`config.mk`:
```
export PLATFORM = sky130hd
export DESIGN_NAME = debouncing
export DESIGN_NICKNAME = d
export VERILOG_FILES = /design/src/rtl/debouncing.sv
export SDC_FILE = /design/constraint.sdc
export NUM_CORES = 1
export LEC_CHECK = 0
export CORE_AREA = 10 10 47 49
export CTS_CLUSTER_DIAMETER = 80
export DETAILED_ROUTE_END_ITERATION = 12
export DIE_AREA = 0 0 57 59
export GPL_TIMING_DRIVEN = 0
export PLACE_DENSITY = 0.64
export SETUP_SLACK_MARGIN = 0.5
export SLEW_MARGIN = 20
export SYNTH_ARGS = -nofsm -noshare
export SYNTH_HDL_FRONTEND = slang
export SYNTH_SLANG_ARGS = --single-unit
```
`constraint.sdc`:
```
create_clock -name clk -period 1.7 [get_ports clk]
set_input_delay 0.34 -clock clk [delete_from_list [all_inputs] [get_ports clk]]
set_output_delay 0.34 -clock clk [all_outputs]
set_load 0.01 [all_outputs]
```
`src/rtl/debouncing.sv`:
```
// -----------------------------------------------------------------------------
// debouncing
//
// Conditions the raw keypad row lines for the elevator controller. Each row
// bit is synchronised to clk and filtered for contact bounce. Every accepted
// press (0->1 change of the filtered state) becomes a single-cycle pulse on
// buttonMux, gated combinationally by en.
//
// Parameters
//   WIDTH            number of row lines
//   SYNC_STAGES      synchroniser flops per line (must be >= 2)
//   DEBOUNCE_CYCLES  consecutive clock edges the synchronised input must
//                    disagree with the filtered state before it is accepted
//                    (must be >= 1; 1 makes the filter a plain register)
//
// Ports
//   clk        in   1      system clock, all logic on posedge
//   rst        in   1      asynchronous reset, active-low (0 = reset)
//   en         in   1      output enable, active-high
//   row        in   WIDTH  raw asynchronous row inputs (1 = pressed)
//   buttonMux  out  WIDTH  one-cycle press pulse per row bit
//
// Build option
//   DEBOUNCING_ONEHOT_EN  when defined, if several bits would pulse in the
//                         same cycle only the lowest-index one is kept, so
//                         buttonMux is always one-hot or zero. When undefined
//                         every rising bit is reported at once.
//
// Latency with default parameters: a row rise seen at posedge k shows on
// buttonMux after posedge k+2 and lasts exactly one cycle. en does not stall
// the filter; a pulse that falls in a cycle with en = 0 is lost.
// -----------------------------------------------------------------------------
module debouncing #(
    parameter int WIDTH           = 4,
    parameter int SYNC_STAGES     = 2,
    parameter int DEBOUNCE_CYCLES = 1
) (
    input  logic             clk,
    input  logic             rst,
    input  logic             en,
    input  logic [WIDTH-1:0] row,
    output logic [WIDTH-1:0] buttonMux
);

    // Counter only has to reach DEBOUNCE_CYCLES-1; the extra headroom from
    // $clog2(N+1) keeps the width at least one bit for N = 1.
    localparam int              CNT_W   = $clog2(DEBOUNCE_CYCLES + 1);
    localparam logic [CNT_W-1:0] CNT_MAX = CNT_W'(DEBOUNCE_CYCLES - 1);

    logic [WIDTH-1:0] stable_q;
    logic [WIDTH-1:0] stable_d;
    logic [WIDTH-1:0] pulse_q;
    logic [WIDTH-1:0] pulse_d;
    logic [WIDTH-1:0] rise;

    genvar gi;
    generate
        for (gi = 0; gi < WIDTH; gi++) begin : g_bit
            logic [SYNC_STAGES-1:0] sync_q;
            logic [CNT_W-1:0]       cnt_q;
            logic [CNT_W-1:0]       cnt_d;
            logic                   s;
            logic                   stable_bit_d;

            // Synchroniser chain; bit 0 is the first flop after the pin.
            always_ff @(posedge clk or negedge rst) begin
                if (!rst) begin
                    sync_q <= '0;
                end else begin
                    sync_q <= {sync_q[SYNC_STAGES-2:0], row[gi]};
                end
            end

            assign s = sync_q[SYNC_STAGES-1];

            // cnt_q holds how many previous consecutive edges s has disagreed
            // with the filtered state. The edge that would make the run
            // DEBOUNCE_CYCLES long accepts the new value instead of counting,
            // so the counter never exceeds CNT_MAX and never wraps.
            always_comb begin
                cnt_d        = '0;
                stable_bit_d = stable_q[gi];
                if (s != stable_q[gi]) begin
                    if (cnt_q >= CNT_MAX) begin
                        stable_bit_d = s;
                        cnt_d        = '0;
                    end else begin
                        cnt_d = cnt_q + CNT_W'(1);
                    end
                end
            end

            always_ff @(posedge clk or negedge rst) begin
                if (!rst) begin
                    cnt_q <= '0;
                end else begin
                    cnt_q <= cnt_d;
                end
            end

            assign stable_d[gi] = stable_bit_d;
        end
    endgenerate

    // Only presses pulse; releases (1->0) are ignored.
    assign rise = stable_d & ~stable_q;

    always_comb begin
`ifdef DEBOUNCING_ONEHOT_EN
        // x & -x isolates the lowest set bit.
        pulse_d = rise & (~rise + WIDTH'(1));
`else
        pulse_d = rise;
`endif
    end

    always_ff @(posedge clk or negedge rst) begin
        if (!rst) begin
            stable_q <= '0;
            pulse_q  <= '0;
        end else begin
            stable_q <= stable_d;
            pulse_q  <= pulse_d;
        end
    end

    // Combinational gate: dropping en suppresses the output in the same cycle.
    assign buttonMux = pulse_q & {WIDTH{en}};

endmodule

```
Word-level counts from Yosys, hierarchy flattened
Cells that the tools add are included.
{"block": "word_totals", "ff_bits": 20, "in_bits": 7, "output_inout_bits": 4, "elab_cells": 41}
{"block": "op_classes", "n_addsub": 4, "n_lt_le_gt_ge": 4, "n_eq_ne": 4, "n_mux": 16, "n_bitwise": 3}
{"op": "1-bit 2-to-1 mux", "n": 16}
{"op": "4-bit AND", "n": 2}
{"op": "1-bit adder, second input constant", "n": 4}
{"op": "1-bit greater-or-equal comparator, second input constant", "n": 4}
{"op": "1-bit != test", "n": 4}
{"op": "4-bit NOT", "n": 1}

Longest topological paths before layout
{"block": "depth", "depth_word": 4, "mapped_depth": 1, "depth_no_buf": 1}

Worst setup path after synthesis
No wires, ideal clock.
{"block": "synth_path", "path_type": "flip-flop to output port", "start": "register pulse_q[0]", "end": "output buttonMux[0]", "t_arrival_ns": 0.503, "t_required_ns": 1.360, "path_slack_ns": 0.857, "path_stages_with_launch": 2, "n_path_buf": 0, "cell_sequence": "dfrtp_1 -> and2_1"}
{"block": "synth_via", "elab_chain_len": 1}
{"item": "start, declared", "line": "52", "text": "logic [WIDTH-1:0] pulse_q;"}
{"item": "start signal, assigned", "line": "123", "text": "pulse_q <= pulse_d;"}
{"item": "4-bit AND", "line": "128", "text": "assign buttonMux = pulse_q & {WIDTH{en}};"}
{"item": "end, declared", "line": "42", "text": "output logic [WIDTH-1:0] buttonMux"}
Every way passes these cells.

Final worst setup path
{"block": "layout_path", "start": "register pulse_q[3]", "end": "output buttonMux[3]"}
Same word-level chain as after synthesis.

==> impl_summary.log <==
[metrics] run status: finished clean
[metrics] post-route clock period utilization: 0.723
[metrics] maximum level of the CTS H-tree: 1
[metrics] worst clock skew on the final layout: 0.000792 ns
[metrics] net count after synthesis: 35
[metrics] largest fanout on the critical path: 1
[metrics] total power of the final layout: 0.679 mW
[metrics] share of the yosys chip area belonging to registers: 0.842
[metrics] library cell occupying the most area in the post-synthesis netlist: dfrtp_1
[metrics] Syn Inst Count: 28
[metrics] final core utilization: 0.442
[metrics] Clock Latency Late Sink: 0.27 ns
[metrics] share of synthesized flip-flops with an asynchronous set or reset: 1.00
[metrics] Worst Tran Pin Value: 0.670 ns
[metrics] antenna diode instance count: 0
[metrics] Mean Syn Cell Area: 17.0 um2
[metrics] switching part of the total: 0.187
[metrics] sort of element at the end of the critical path: output port
[metrics] number of synthesized flops with an enable pin: 0
[metrics] largest cells by area after synthesis: dfrtp_1, nor2b_2, and2_1
[metrics] DRT Pass-1 Iters: 2
[metrics] worst reg2reg path endpoint: pulse_q[1]$_DFF_PN0_
[metrics] type of the worst setup path: flop to output port
[metrics] setup fix buffers added after clock tree synthesis: 0
[metrics] most frequently used cell type in the post-synthesis netlist: dfrtp_1
[metrics] part of the total power dissipated in combinational logic: 0.055
[metrics] netlist area before placement: 475 um2
[metrics] chip width: 57 um
[metrics] TritonCTS clock tree: done
[metrics] cell at the root of the clock tree: clkbuf_4
[metrics] launching element type of the critical path: flop
[metrics] P_sw: 0.127 mW
[metrics] area inside the core boundary: 1400 um2
[metrics] ranking of synthesized cells by instance count: dfrtp_1, and2_1, clkbuf_1, nor2b_2
[metrics] internal power summed over all cells: 0.552 mW
[metrics] Sequential Power Share: 0.598
[metrics] drt total wl: 632 um
[metrics] RSZ-0062 raised after global routing: true
[metrics] first element of the critical path: pulse_q[3]$_DFF_PN0_
[metrics] quantity of hold-fixing buffers added after cts: 0
[metrics] final setup vio count: 0
[metrics] total clock buffers created by CTS: 3
[metrics] routed length per placed instance: 10.9 um
[metrics] count of port buffers added during placement: 10
[metrics] grt ovf: 0
[metrics] maximum number of pins on one net before global-route repair: 17
[metrics] Global Route Usage Sum: 0.0426
[metrics] leakage component of the power: 0.289 nW
[metrics] Req. time, crit path: 1.36 ns
[metrics] path type of the worst min-delay path: flop to flop
[metrics] Peak Freq: 813 MHz
[metrics] Site Rows: 14
[metrics] first-pass GRT wire length: 1130 um
[metrics] Die Height: 59 um
[metrics] number of antenna violations at the first check in global routing: 0
[metrics] power density relative to cell area: 1100 nW/um2
[metrics] total count of hold-check failures in the final report: 0
[metrics] clock sink total: 16
[metrics] vias per std cell: 4.05
[metrics] capturing instance or port of the critical path: buttonMux[3]
[metrics] layout cells sized above 1: 0.310
[metrics] worst-case headroom to the max-slew limit: 0.552
[metrics] post-synthesis to final-layout area growth: 30.3%
[metrics] number of warnings printed during yosys synthesis: 0
[metrics] arrival time reported for the critical path endpoint: 0.89 ns
[metrics] R2R setup slack: 1.07 ns
[metrics] post-detailed-route DRC marker count: 0
[metrics] placer's final routability congestion estimate: 0.652
[metrics] count of nets left with antenna violations after detail routing: 0
[metrics] largest buffer count on any clock path: 2
[metrics] Max Slew Vio Count: 0
[metrics] worst flop-to-flop path startpoint: g_bit[1].sync_q[1]$_DFF_PN0_
[metrics] total die area: 3360 um2
[metrics] number of DRC violations after detailed-routing iteration 0: 2
[metrics] Max Cap Violations: 0
[metrics] count of different cell masters after synthesis: 4
[metrics] initial standard-cell utilization of the core: 0.339
[metrics] Hold Path Origin: g_bit[1].sync_q[0]$_DFF_PN0_
[metrics] vias in the first global route: 268
[metrics] worst IR drop on VDD: 0.496 mV
[metrics] portion of total power attributed to the clock network: 0.346
[metrics] time the worst path needs with I/O delays and setup: 1.23 ns
[metrics] Synth Flop Type: dfrtp_1
[metrics] clock-pin slew on the worst setup and hold paths: 0.09 ns
[metrics] area share of the largest cell type after synthesis: 0.842
[metrics] Worst R2R Path Depth: 1
[metrics] #FFs+latches synth: 16
[metrics] total via count in the routed design: 235
[metrics] total number of nets in the final design: 50
[metrics] count of pins on the block boundary: 11
## worst min-delay path by stage
| stage | depth (start not counted) | endpoint |
|---|---|---|
| after detailed placement | 0 | g_bit[1].sync_q[1]$_DFF_PN0_ |
| after global placement | 0 | g_bit[3].sync_q[1]$_DFF_PN0_ |
| final | 0 | g_bit[1].sync_q[1]$_DFF_PN0_ |
| after floorplan | 0 | g_bit[0].sync_q[0]$_DFF_PN0_ |
| after CTS | 0 | g_bit[1].sync_q[1]$_DFF_PN0_ |
| after global routing | 0 | g_bit[1].sync_q[1]$_DFF_PN0_ |
## placed cells by master (no fill, tap or decap)
master | netlist | routed
nor2b_2 | 4 | 4
clkbuf_4 | 0 | 3
buf_2 | 0 | 3
dfrtp_1 | 16 | 16
and2_1 | 4 | 3
clkbuf_8 | 0 | 1
buf_6 | 0 | 1
clkbuf_1 | 4 | 4
dlygate4sd2_1 | 0 | 1
and2_4 | 0 | 1
clkdlybuf4s50_1 | 0 | 5
## area by class of cell
class / instances / area [um2]
Fill cell: 136 / 782
Sequential cell: 16 / 400
Tap cell: 16 / 20.0
Clock buffer: 4 / 36.3
Timing Repair Buffer: 10 / 85.1
Multi-Input combinational cell: 8 / 62.6
Buffer: 4 / 15.0
## kinds of logic after synthesis
family,after synthesis,share of synthesized area
buf+inv,4,0.0316
simple gates,8,0.126
flops,16,0.842
## stage by stage
| stage | TNS (ns) | area [um2] | setup slack, ns | hold slack [ns] | cells |
|---|---|---|---|---|---|
| floorplan | 0 | 475 | 0.857 | 0.0444 | 28 |
| global placement | -0.525 | 596 | -0.132 | 0.333 | 54 |
| detailed placement | -0.580 | 596 | -0.151 | 0.336 | 54 |
| CTS | 0 | 611 | 0.449 | 0.356 | 58 |
| global route | 0 | 619 | 0.415 | 0.371 | 58 |
| finish | 0 | 619 | 0.471 | 0.353 | 58 |
## critical path, stage by stage, from the launching register on
cell,delay [ns]
dfrtp_1,0.36
and2_1,0.12
buf_2,0.13
## layer usage
| layer | vias to the layer above | wire length [um] | GRT usage |
|---|---|---|---|
| met3 | 0 | 89 | 0.0300 |
| met5 | - | 0 | 0 |
| met4 | 0 | 0 | 0.0302 |
| li1 | 107 | - | - |
| met2 | 11 | 289 | 0.0636 |
| met1 | 117 | 253 | 0.0409 |
## flip-flops by register name (all words and copies together), names as in the netlist
register,cells
pulse_q,4
stable_q,4
g_bit.sync_q,8
## power by group through the flow
stage | Combinational (mW) | Clock (mW) | Sequential, mW
2_1_floorplan | 0.0119 | 0 | 0.412
3_3_place_gp | 0.0396 | 0 | 0.412
3_5_place_dp | 0.0413 | 0 | 0.414
4_1_cts | 0.0368 | 0.244 | 0.407
5_1_grt | 0.0424 | 0.265 | 0.408
6_report | 0.0375 | 0.235 | 0.406
## what timing repair did
action | CTS | global route
pin swaps | 4 | 0
endpoints found under the setup margin | 4 | 4
gates resized for setup | 17 | 2
No activity file was read; power rests on OpenSTA's default activity.
